### src/rtl/ingreso_datos.sv
// Front-panel data entry: BCD clock, date and timer fields
// edited from push buttons through a six-position field pointer.
module ingreso_datos (
  input  logic       clk,
  input  logic       reset,
  input  logic       C_T,
  input  logic       disminuye,
  input  logic       aumenta,
  input  logic       escribe,
  input  logic       corre_der,
  input  logic       corre_izq,
  input  logic       doce_24,
  output logic [7:0] seg_C,
  output logic [7:0] min_C,
  output logic [7:0] hora_C,
  output logic [7:0] dia,
  output logic [7:0] mes,
  output logic [7:0] ano,
  output logic [7:0] seg_T,
  output logic [7:0] min_T,
  output logic [7:0] hora_T
);

  typedef enum logic [2:0] {
    SEG  = 3'd0,
    MIN  = 3'd1,
    HORA = 3'd2,
    DIA  = 3'd3,
    MES  = 3'd4,
    ANO  = 3'd5
  } ptr_e;

  ptr_e ptr_q, ptr_d;

  logic der_q, der_d;
  logic izq_q, izq_d;

  logic [7:0] seg_c_q, seg_c_d;
  logic [7:0] min_c_q, min_c_d;
  logic [7:0] hora_c_q, hora_c_d;
  logic [7:0] dia_q, dia_d;
  logic [7:0] mes_q, mes_d;
  logic [7:0] ano_q, ano_d;
  logic [7:0] seg_t_q, seg_t_d;
  logic [7:0] min_t_q, min_t_d;
  logic [7:0] hora_t_q, hora_t_d;

  logic       der_edge;
  logic       izq_edge;
  logic       step;
  logic       up;
  logic [7:0] hc_lo;
  logic [7:0] hc_hi;

  function automatic logic [7:0] bcd_inc(
    input logic [7:0] v
  );
    logic [7:0] r;
    if (v[3:0] >= 4'd9) begin
      r[7:4] = v[7:4] + 4'd1;
      r[3:0] = 4'd0;
    end else begin
      r[7:4] = v[7:4];
      r[3:0] = v[3:0] + 4'd1;
    end
    return r;
  endfunction

  function automatic logic [7:0] bcd_dec(
    input logic [7:0] v
  );
    logic [7:0] r;
    if (v[3:0] == 4'd0) begin
      r[7:4] = v[7:4] - 4'd1;
      r[3:0] = 4'd9;
    end else begin
      r[7:4] = v[7:4];
      r[3:0] = v[3:0] - 4'd1;
    end
    return r;
  endfunction

  // Out-of-range values snap to the wrap target of the step direction.
  function automatic logic [7:0] bcd_step(
    input logic [7:0] v,
    input logic       inc,
    input logic [7:0] lo,
    input logic [7:0] hi
  );
    logic [7:0] r;
    if (inc) begin
      if (v >= hi || v < lo) r = lo;
      else                   r = bcd_inc(v);
    end else begin
      if (v <= lo || v > hi) r = hi;
      else                   r = bcd_dec(v);
    end
    return r;
  endfunction

  always_comb begin
    der_d    = corre_der;
    izq_d    = corre_izq;
    der_edge = corre_der & ~der_q;
    izq_edge = corre_izq & ~izq_q;

    ptr_d = ptr_q;
    if (escribe && (der_edge ^ izq_edge)) begin
      if (der_edge) begin
        unique case (ptr_q)
          SEG:     ptr_d = MIN;
          MIN:     ptr_d = HORA;
          HORA:    ptr_d = DIA;
          DIA:     ptr_d = MES;
          MES:     ptr_d = ANO;
          default: ptr_d = SEG;
        endcase
      end else begin
        unique case (ptr_q)
          SEG:     ptr_d = ANO;
          MIN:     ptr_d = SEG;
          HORA:    ptr_d = MIN;
          DIA:     ptr_d = HORA;
          MES:     ptr_d = DIA;
          default: ptr_d = MES;
        endcase
      end
    end
  end

  always_comb begin
    step  = escribe & (aumenta ^ disminuye);
    up    = aumenta;
    hc_lo = doce_24 ? 8'h01 : 8'h00;
    hc_hi = doce_24 ? 8'h12 : 8'h23;

    seg_c_d  = seg_c_q;
    min_c_d  = min_c_q;
    hora_c_d = hora_c_q;
    dia_d    = dia_q;
    mes_d    = mes_q;
    ano_d    = ano_q;
    seg_t_d  = seg_t_q;
    min_t_d  = min_t_q;
    hora_t_d = hora_t_q;

    // The step uses the pointer as it was before any move this cycle.
    if (step) begin
      unique case (ptr_q)
        SEG: begin
          if (C_T) seg_c_d = bcd_step(seg_c_q, up, 8'h00, 8'h59);
          else     seg_t_d = bcd_step(seg_t_q, up, 8'h00, 8'h59);
        end
        MIN: begin
          if (C_T) min_c_d = bcd_step(min_c_q, up, 8'h00, 8'h59);
          else     min_t_d = bcd_step(min_t_q, up, 8'h00, 8'h59);
        end
        HORA: begin
          if (C_T) hora_c_d = bcd_step(hora_c_q, up, hc_lo, hc_hi);
          else     hora_t_d = bcd_step(hora_t_q, up, 8'h00, 8'h23);
        end
        DIA:     dia_d = bcd_step(dia_q, up, 8'h01, 8'h31);
        MES:     mes_d = bcd_step(mes_q, up, 8'h01, 8'h12);
        ANO:     ano_d = bcd_step(ano_q, up, 8'h00, 8'h99);
        default: ;
      endcase
    end
  end

  always_ff @(posedge clk) begin
    if (reset) begin
      ptr_q    <= SEG;
      der_q    <= 1'b0;
      izq_q    <= 1'b0;
      seg_c_q  <= 8'h00;
      min_c_q  <= 8'h00;
      hora_c_q <= 8'h00;
      dia_q    <= 8'h01;
      mes_q    <= 8'h01;
      ano_q    <= 8'h00;
      seg_t_q  <= 8'h00;
      min_t_q  <= 8'h00;
      hora_t_q <= 8'h00;
    end else begin
      ptr_q    <= ptr_d;
      der_q    <= der_d;
      izq_q    <= izq_d;
      seg_c_q  <= seg_c_d;
      min_c_q  <= min_c_d;
      hora_c_q <= hora_c_d;
      dia_q    <= dia_d;
      mes_q    <= mes_d;
      ano_q    <= ano_d;
      seg_t_q  <= seg_t_d;
      min_t_q  <= min_t_d;
      hora_t_q <= hora_t_d;
    end
  end

  assign seg_C  = seg_c_q;
  assign min_C  = min_c_q;
  assign hora_C = hora_c_q;
  assign dia    = dia_q;
  assign mes    = mes_q;
  assign ano    = ano_q;
  assign seg_T  = seg_t_q;
  assign min_T  = min_t_q;
  assign hora_T = hora_t_q;

endmodule

### config.mk
export PLATFORM = sky130hd
export DESIGN_NAME = ingreso_datos
export DESIGN_NICKNAME = d
export VERILOG_FILES = /design/src/rtl/ingreso_datos.sv
export SDC_FILE = /design/constraint.sdc
export NUM_CORES = 1
export LEC_CHECK = 0
export CAP_MARGIN = 5
export CORE_UTILIZATION = 57
export DETAILED_ROUTE_END_ITERATION = 7
export PLACE_DENSITY = 0.79
export SYNTH_ARGS = -nofsm -noshare
export SYNTH_HDL_FRONTEND = slang
export SYNTH_SLANG_ARGS = --single-unit
### constraint.sdc
create_clock -name clk -period 3 [get_ports clk]
set_clock_uncertainty 0.15 [all_clocks]
set_input_delay 0.45 -clock clk [delete_from_list [all_inputs] [get_ports clk]]
set_output_delay 0.45 -clock clk [all_outputs]
set_load 0.02 [all_outputs]
==> summary.md <==
| Metric | Value |
|---|---|
| Fin Setup TNS | `0 ps` |
| Critical Path RT | `between 3000 and 4000 ps` |
| Pwr Total | `about 2.6 mW` |
| Final Setup Violations | `0` |
| Count of cell types in the netlist | `82` |
| Drt first pass iters | `5` |
| Synth Flop Type | `dfxtp_1` |
| Antenna cell count | `0` |
| Final ANT Viol Nets | `0` |
| Final period utilization | `between 90% and 100%` |
| FFs w/ async S/R, synth | `0%` |
| Post-Syn Area | `6560 µm²` |
| Crit Path Max Fanout | `9` |
| Gr ovfl total | `0` |
| First-pass GRT wire length | `around 30 mm` |
| Post-route minimum period | `~2700 ps` |
| Max-slew violations | `0` |
| Placer congestion estimate | `0.892` |
| Commonest cells after routing, fill and taps aside | `nor2_1, a21oi_1, clkdlybuf4s50_1` |
| Clock Tree Buf Depth | `2` |
| CTS H-tree lvls | `3` |
| Nets@finish | `a little over 1000` |
| Tot GR Track Use | `around 30%` |
| Cell Pwr Density | `~320 nW/µm²` |
| Syn-to-layout area delta | `20.1%` |
| Number of max-cap violations | `0` |
| Initial antenna violation count | `0` |
| Seq/Total Area, Yosys | `23.5%` |
| CTS tree | `yes` |
| Syn_nets | `~940` |
| Type of origin of the critical path | `flop` |
| IO buf count | `80` |
| RSZ-0062 raised after global routing | `no` |
| Slew headroom | `around two fifths` |
| EDFF count, synth | `0` |
| Hpwl dp | `12.6 mm` |
| Clock Pin Slew Worst Setup and Hold Paths | `about 60 ps` |
| Final Hold Vio Count | `0` |
| Worst Slack Setup Final | `about 260 ps` |
| Critical path capture point type | `flop` |
| Post-synthesis instance total | `between 800 and 900` |
| Vias in the first global route | `between 6000 and 7000` |
| Hold Crit Class | `flop to flop` |
| DRT Wirelength | `17.7 mm` |
| Num ports | `81` |
| Vias | `between 6000 and 7000` |
| Peak supply drop | `about 0.00025 V` |
| Slew @ Worst Pin | `approximately 900 ps` |
| Maximum clock frequency | `approximately 360 MHz` |
| Die area | `about 12000 µm²` |
| Root buffer cell | `clkbuf_16` |
| Die width | `about 110 µm` |
| Post-CTS Hold Buffers | `0` |
| Clock sinks | `77` |
| Routed WL per cell | `16.2 µm` |
| Worst Path Arrival | `between 2000 and 3000 ps` |
| Vias/cell | `between 6 and 7` |
| Worst-Skew Late Latency | `about 340 ps` |
| Post-CTS setup buffers | `0` |
| DRC | `0` |
| PostCTS Resize Cnt | `0` |
| #FFs+latches synth | `77` |
| Initial Utilization | `between 50% and 60%` |
| CP Class | `flop to flop` |
| Fin util | `between 70% and 80%` |
| Synth Warn # | `0` |
| Outcome | `finished, final reports clean` |
| Share of layout cells above drive strength 1 | `~6.5%` |
| Starting DRT DRC Count | `just under 600` |
| # rows | `38` |
| Die height | `between 100 and 150 µm` |
| Leak | `roughly 2.9 nW` |
| Pin count of the biggest net entering global routing | `86` |
| CTS buffer count | `9` |
| Core Box Area | `roughly 11000 µm²` |
| Synth Area per Inst | `around 7.6 µm²` |
| Most common cell after layout, fill and taps aside | `nor2_1` |
| Pre-CTS setup slack | `roughly 17 ps` |
registers in the layout, indices dropped and copies added (netlist names):
name / count
ano: 8
dia: 8
hora_C: 8
hora_T: 8
mes: 8
min_C: 8
min_T: 8
seg_C: 8
seg_T: 8
ptr_q: 3
der_q: 1
izq_q: 1
through the flow:
step	hold slack [ps]	instance area (µm²)	std cells
after floorplan	424	6560	868
after global placement	350	7580	1074
after detailed placement	378	7580	1074
after CTS	386	7880	1090
after global routing	413	7880	1090
final	389	7880	1090
routing by layer:
| metal | wire length [µm] | track usage (%) |
|---|---|---|
| met2 | 8230 | 48.7 |
| met1 | 7910 | 41.0 |
| met3 | 1120 | 4.48 |
| met5 | 0 | 0 |
| met4 | 445 | 13.6 |
worst max-delay path, stage by stage, from the launching register on:
cell and delay [ps]:
dfxtp_1 470, inv_1 100, ha_1 300, nor4b_1 180, o2111a_1 310, nand2_1 140
nor3b_1 610, and3_1 280, nor3_1 50
power by group:
part | internal [mW] | total [mW] | leakage, nW | switching, mW
sequential | 1.04 | 1.08 | 0.622 | 0.0361
combinational | 0.153 | 0.381 | 2.12 | 0.228
clock | 0.643 | 1.10 | 0.138 | 0.454
layout make-up:
type,count,area (µm²)
sequential,77,1540
clock buffer,10,229
clock inverter,6,63.8
fill,909,3150
timing repair buffer,109,1020
inverter,66,248
multi-input combinational,682,4600
tap,140,175
cells by family after synthesis:
family | synth area share, %
adder cells (fa/ha/maj) | 11.3
XOR/XNOR | 1.85
AO/OA/AOI/OAI | 31.2
flip-flops | 23.5
AND/OR/NAND/NOR | 24.8
buffers and inverters | 6.35
multiplexers | 1.07
Yosys cell counts (all sizes together) (4+ instances only):
master	n	area, µm²
xnor2	6	52.6
a21oi	79	395
a311oi	12	123
o31ai	9	67.6
dfxtp	77	1540
o21ai	59	295
clkbuf	36	135
nand4	10	62.6
o32ai	9	78.8
nand2	49	184
o21bai	6	45.0
o22ai	8	50.1
a21o	6	46.3
and3	5	31.3
o211ai	9	72.6
inv	66	248
o21a	10	75.1
mux2i	7	70.1
nand3	25	125
a41oi	4	35.0
a221oi	9	78.8
nor4	19	119
nand4b	4	35.0
a22oi	5	37.5
o311ai	4	35.0
nor4b	4	41.3
nand2b	22	138
a2111oi	4	72.6
a31oi	5	31.3
nor3	27	135
a211oi	18	145
nor2b	16	100
xor2	7	68.8
ha	59	738
nor3b	13	97.6
nand3b	6	45.0
or3	8	55.1
buf	7	33.8
a211o	5	43.8
nor2	84	318
path summary, 6_finish.rpt:
kind / from / endpoint / slack (ps) / depth (start not counted)
worst max-delay path: dia[0]$_SDFFE_PP1P_ / dia[5]$_SDFFE_PP0P_ / 260 / 8
worst min-delay path: dia[6]$_SDFFE_PP0P_ / dia[6]$_SDFFE_PP0P_ / 390 / 1
worst max register to register: dia[0]$_SDFFE_PP1P_ / dia[5]$_SDFFE_PP0P_ / 260 / 8
worst min register to register: dia[6]$_SDFFE_PP0P_ / dia[6]$_SDFFE_PP0P_ / 390 / 1
No activity file was read; power rests on OpenSTA's default activity.
